## src/rtl/dmem_pkg.sv

```systemverilog
// Shared types and helpers for the parametrised data memory: FSM state encoding,
// index-width helper and the power-on fill pattern.
package dmem_pkg;

    typedef enum logic {
        INIT = 1'b0,
        RUN  = 1'b1
    } state_t;

    localparam int DEFAULT_DEPTH = 32;
    localparam int IDX_W         = $clog2(DEFAULT_DEPTH);

    function automatic int idx_width(input int depth);
        return (depth > 2) ? $clog2(depth) : 1;
    endfunction

    // Lower half of the array counts up from 0, upper half counts down from 0 in
    // two's complement; computed one bit wider than the word, then masked.
    function automatic logic [63:0] init_pattern(input int i, input int depth, input int data_w);
        logic signed [64:0] v;
        if (i < depth / 2)
            v = 65'(i);
        else
            v = -65'(i - depth / 2);
        if (data_w < 64)
            v = v & ((65'sd1 <<< data_w) - 65'sd1);
        return v[63:0];
    endfunction

endpackage

```

## src/rtl/dmem_array.sv

```systemverilog
// Single-port storage array with a registered read port; same-address
// read/write ordering is selected by WRITE_FIRST.
module dmem_array #(
    parameter int DATA_W      = 8,
    parameter int DEPTH       = 32,
    parameter int IDX_W       = 5,
    parameter int WRITE_FIRST = 1
) (
    input  logic              clk,
    input  logic              reset,
    input  logic              we,
    input  logic              re,
    input  logic              rzero,
    input  logic [IDX_W-1:0]  addr,
    input  logic [DATA_W-1:0] wdata,
    output logic [DATA_W-1:0] rdata
);

    logic [DATA_W-1:0] mem [DEPTH];

    // Contents carry no reset; the caller gates we during reset.
    always_ff @(posedge clk) begin
        if (we)
            mem[addr] <= wdata;
    end

    always_ff @(posedge clk) begin
        if (reset) begin
            rdata <= '0;
        end else if (rzero) begin
            rdata <= '0;
        end else if (re) begin
            if (WRITE_FIRST != 0 && we)
                rdata <= wdata;
            else
                rdata <= mem[addr];
        end
    end

endmodule

```

## src/rtl/dmem_param.sv

```systemverilog
// Parametrised data memory: power-on fill walk, registered read, range check
// and status strobes around the dmem_array storage.
module dmem_param
    import dmem_pkg::*;
#(
    parameter int DATA_W      = 8,
    parameter int DEPTH       = 32,
    parameter int ADDR_W      = 8,
    parameter int WRITE_FIRST = 1
) (
    input  logic              clk,
    input  logic              reset,
    input  logic [ADDR_W-1:0] addr,
    input  logic [DATA_W-1:0] writeData,
    input  logic              MemRead,
    input  logic              MemWrite,
    output logic [DATA_W-1:0] out,
    output logic              outValid,
    output logic              ready,
    output logic              addrFault
);

    localparam int IDXW = idx_width(DEPTH);

    state_t            state;
    logic [IDXW-1:0]   idx;
    logic              legal;
    logic              arr_we;
    logic              arr_re;
    logic              arr_zero;
    logic [IDXW-1:0]   arr_addr;
    logic [DATA_W-1:0] arr_wdata;

    assign legal = ({1'b0, addr} < (ADDR_W + 1)'(DEPTH));

    // In INIT the walker owns the write port and user requests are ignored.
    always_comb begin
        arr_we    = 1'b0;
        arr_re    = 1'b0;
        arr_zero  = 1'b0;
        arr_addr  = idx;
        arr_wdata = DATA_W'(init_pattern(int'(idx), DEPTH, DATA_W));
        if (!reset) begin
            if (state == INIT) begin
                arr_we = 1'b1;
            end else begin
                arr_addr  = addr[IDXW-1:0];
                arr_wdata = writeData;
                arr_we    = MemWrite && legal;
                arr_re    = MemRead && legal;
                arr_zero  = MemRead && !legal;
            end
        end
    end

    dmem_array #(
        .DATA_W      (DATA_W),
        .DEPTH       (DEPTH),
        .IDX_W       (IDXW),
        .WRITE_FIRST (WRITE_FIRST)
    ) u_array (
        .clk   (clk),
        .reset (reset),
        .we    (arr_we),
        .re    (arr_re),
        .rzero (arr_zero),
        .addr  (arr_addr),
        .wdata (arr_wdata),
        .rdata (out)
    );

    always_ff @(posedge clk) begin
        if (reset) begin
            state     <= INIT;
            idx       <= '0;
            ready     <= 1'b0;
            outValid  <= 1'b0;
            addrFault <= 1'b0;
        end else begin
            case (state)
                INIT: begin
                    outValid  <= 1'b0;
                    addrFault <= 1'b0;
                    idx       <= idx + 1'b1;
                    if (idx == IDXW'(DEPTH - 1)) begin
                        state <= RUN;
                        ready <= 1'b1;
                    end
                end
                RUN: begin
                    outValid  <= MemRead;
                    addrFault <= (MemRead || MemWrite) && !legal;
                end
                default: begin
                    state <= INIT;
                    idx   <= '0;
                end
            endcase
        end
    end

endmodule

```

## config.mk

```make
export PLATFORM = sky130hd
export DESIGN_NAME = dmem_param
export DESIGN_NICKNAME = d
export VERILOG_FILES = /design/src/rtl/dmem_pkg.sv /design/src/rtl/dmem_array.sv /design/src/rtl/dmem_param.sv
export SDC_FILE = /design/constraint.sdc
export NUM_CORES = 1
export LEC_CHECK = 0
export CAP_MARGIN = 25
export CELL_PAD_IN_SITES_DETAIL_PLACEMENT = 2
export CELL_PAD_IN_SITES_GLOBAL_PLACEMENT = 2
export CORE_ASPECT_RATIO = 1.2
export CORE_MARGIN = 1
export CORE_UTILIZATION = 35
export DETAILED_ROUTE_END_ITERATION = 12
export HOLD_SLACK_MARGIN = 0.15
export MAX_ROUTING_LAYER = met4
export PLACE_DENSITY_LB_ADDON = 0.1
export SETUP_SLACK_MARGIN = 0.1
export SKIP_LAST_GASP = 1
export SYNTH_ARGS = -nofsm -noshare
export SYNTH_HDL_FRONTEND = slang
export SYNTH_SLANG_ARGS = --single-unit
```

## constraint.sdc

```tcl
create_clock -name clk -period 3.9 [get_ports clk]
set_clock_uncertainty 0.05 [all_clocks]
set_input_delay 0.39 -clock clk [delete_from_list [all_inputs] [get_ports clk]]
set_output_delay 0.39 -clock clk [all_outputs]
set_load 0.01 [all_outputs]
```

==> flow_metrics.py <==
metrics = {
    "logic_synthesis": {
        "ys.warnings.count": 0,
        "synth-edff-count": 256,
        "ys_top_cells_by_area": "edfxtp_1, mux4_2, dfxtp_1, nand2_1, a21oi_1",
        "ys_top_cells_by_count": "edfxtp_1, nand2_1, a21oi_1",
        "yosys_register_bits": 273,
        "synth_cells": 694,
        "post-synth-top-count-cell": "edfxtp_1",
        "synth.distinct_cells": 45,
        "yosysSeqAreaShare": 0.736,
        "synth_top_area_share": 0.704,
        "synth_area_um2": 10900,
        "avgSynthCellArea_um2": 15.7,
        "syn-num-nets": 717,
        "synth_top_area_cell": "edfxtp_1",
        "async_reset_ff_frac": 0,
        "synth_top_flop_cell": "edfxtp_1",
    },
    "critical_path": {
        "startpoint": "state",
        "reg2reg_from": "state",
        "crit_path_end": "u_array.rdata[6]",
        "reg2regPathDepth": 8,
        "critPathMaxStageDelay_ns": 0.55,
        "worstReg2RegEnd": "u_array.rdata[6]",
        "slowest_stage": "mux4_2",
        "crit_chain": "nor2b_2 > mux2_4 > buf_12 > mux4_2 > a22oi_1 > nand2_1 > nor4_1 > o21ai_1",
        "worstPathRequired_ns": 4.28,
        "critical_path_class": "register to register",
        "worstPathArrival_ns": 3.48,
        "critPathCaptureType": "register",
        "cp_max_fo": 21,
        "r2r_setup_slack_ns": 0.80,
        "start_kind": "register",
    },
    "global_routing": {
        "grt_max_degree": 39,
        "grt_overflow": 0,
        "grt_pass1_vias": 7168,
        "grt.total_usage": 0.219,
        "grt_antenna_before_repair": 0,
        "grt_first_pass_wirelength_mm": 48.9,
    },
    "clocking": {
        "clkTransAtPathRegs_ns": 0.07,
        "cts_tree": "built",
        "worstSkewPairLatency_ns": 0.56,
        "post-cts-setup-buffers": 0,
        "clock_path_buffers": 3,
        "root_buffer": "clkbuf_16",
        "cts-buffers-inserted": 29,
        "cts_hold_buffers": 0,
        "htreeDepth": 1,
        "post_cts_resized": 0,
        "cts.sinks": 273,
    },
    "run_status": {
        "status": "complete, no violations",
    },
    "route": {
        "viasPerCell": 5.42,
        "vias": 6542,
        "wl_mm": 32.8,
        "first_pass_iters": 4,
        "drc": 0,
        "final_antenna_net_count": 0,
        "wl_per_cell_um": 27.2,
        "drt_iter0_markers": 415,
    },
    "hold_path": {
        "whs_path_depth": 3,
        "hp-class": "input port to register",
    },
    "final_layout": {
        "area_growth_pct": 19.8,
        "instances_no_fill": 1208,
        "diodes": 0,
        "layout.nets": 813,
        "drive_gt1_frac": 0.196,
        "final_util": 0.428,
        "stdcell_area_um2": 13100,
    },
    "placement": {
        "port_buffers": 30,
        "dpl.hpwl_mm": 22.0,
        "routabilityCongestion": 0.816,
        "pre_cts_ws_ns": 0.346,
        "placed_area_um2": 12200,
        "dp.cells": 1154,
    },
    "power": {
        "seqPwrFrac": 0.511,
        "switching_share": 0.227,
        "power_leakage_nw": 4.44,
        "p_int_mw": 4.87,
        "p_comb_frac": 0.079,
        "powerDensity_nw_per_um2": 482,
        "p_sw_mw": 1.43,
        "finalPower_mw": 6.29,
        "clkPwrFrac": 0.410,
        "ir_drop_mv": 0.318,
    },
    "run": {
        "cap_violations": 0,
    },
    "floorplanning": {
        "die_h_um": 195,
        "dieWidth_um": 163,
        "fp.coreArea_um2": 30600,
        "ios": 31,
        "initial_core_util": 0.357,
        "std_cell_rows": 70,
        "die-area_um2": 31900,
    },
    "timing": {
        "holdWs_ns": 0.425,
        "min_period_ns": 3.10,
        "fin_ws_ns": 0.805,
        "hold_violations": 0,
        "slew_headroom": 0.437,
        "rsz0062_at_grt": "false",
        "worst-slew-pin-transition_ns": 0.844,
        "max_freq_ghz": 0.323,
        "report.final.setup_viol": 0,
        "min_period_over_period": 0.794,
        "drv_slew": 0,
        "tns_ns": 0,
    },
}
[metal layers]
metal	vias up	share of wire	global-route usage
li1	2894	-	-
met1	3462	0.43	0.284
met5	-	0	-
met4	0	0.026	0.0623
met3	51	0.043	0.0225
met2	135	0.50	0.363
[kinds of logic after synthesis]
logic type               Yosys count  synth area share
buffers and inverters             45            0.0186
flip-flops                       273             0.736
multiplexers                      53            0.0871
XOR/XNOR                           5           0.00401
AND/OR/NAND/NOR                  171            0.0684
AO/OA/AOI/OAI                    144            0.0829
adder cells (fa/ha/maj)            3           0.00344
[worst max-delay path, delay by kind of cell (launching register included)]
kind | cells | cell delay, ns
AO/OA/AOI/OAI | 2 | 0.42
multiplexers | 2 | 0.98
flip-flops | 1 | 0.35
AND/OR/NAND/NOR | 3 | 0.91
buffers and inverters | 1 | 0.25
[sequential cells by signal (all words and copies together) (netlist names)]
name / cells
addrFault: 1
outValid: 1
idx: 5
u_array.mem: 256
u_array.rdata: 8
state: 1
ready: 1
[power groups by stage]
stage / Clock [mW] / Sequential, mW / Combinational [mW]
2_1_floorplan: 0 / 3.28 / 0.278
3_3_place_gp: 0 / 3.28 / 0.492
3_5_place_dp: 0 / 3.28 / 0.502
4_1_cts: 2.65 / 3.22 / 0.505
5_1_grt: 2.74 / 3.22 / 0.532
6_report: 2.58 / 3.22 / 0.496
[layout by cell type (no fill, tap or decap), drive strengths merged, types with 3 or more instances in the layout]
cell / instances
ha: 3
o22ai: 9
nor2: 47
nand2b: 4
a21oi: 56
o31ai: 3
o21ai: 22
xnor2: 4
nand3: 16
mux4: 33
mux2: 3
nor4: 3
clkbuf: 42
and2: 3
inv: 7
a21o: 6
nor2b: 4
a22o: 18
a221oi: 5
clkdlybuf4s50: 30
clkinv: 9
buf: 74
dfxtp: 17
mux2i: 17
edfxtp: 256
nand2: 82
a22oi: 14
a31oi: 5
[worst min path at each step]
stage	from	endpoint
after global placement	ready	ready
after floorplan	u_array.rdata[0]	u_array.rdata[0]
after global routing	u_array.rdata[0]	u_array.rdata[0]
final	MemWrite	addrFault
after CTS	MemWrite	addrFault
after detailed placement	u_array.rdata[3]	u_array.rdata[3]
[area by class of cell]
cell class | instances | area (µm²)
Tap cell | 396 | 495
Multi-Input combinational cell | 376 | 2730
Clock inverter | 11 | 78.8
Fill cell | 2916 | 17500
Clock buffer | 42 | 795
Inverter | 6 | 22.5
Sequential cell | 273 | 8030
Timing Repair Buffer | 104 | 922
Note: power is estimated with default switching activity, not from simulation.
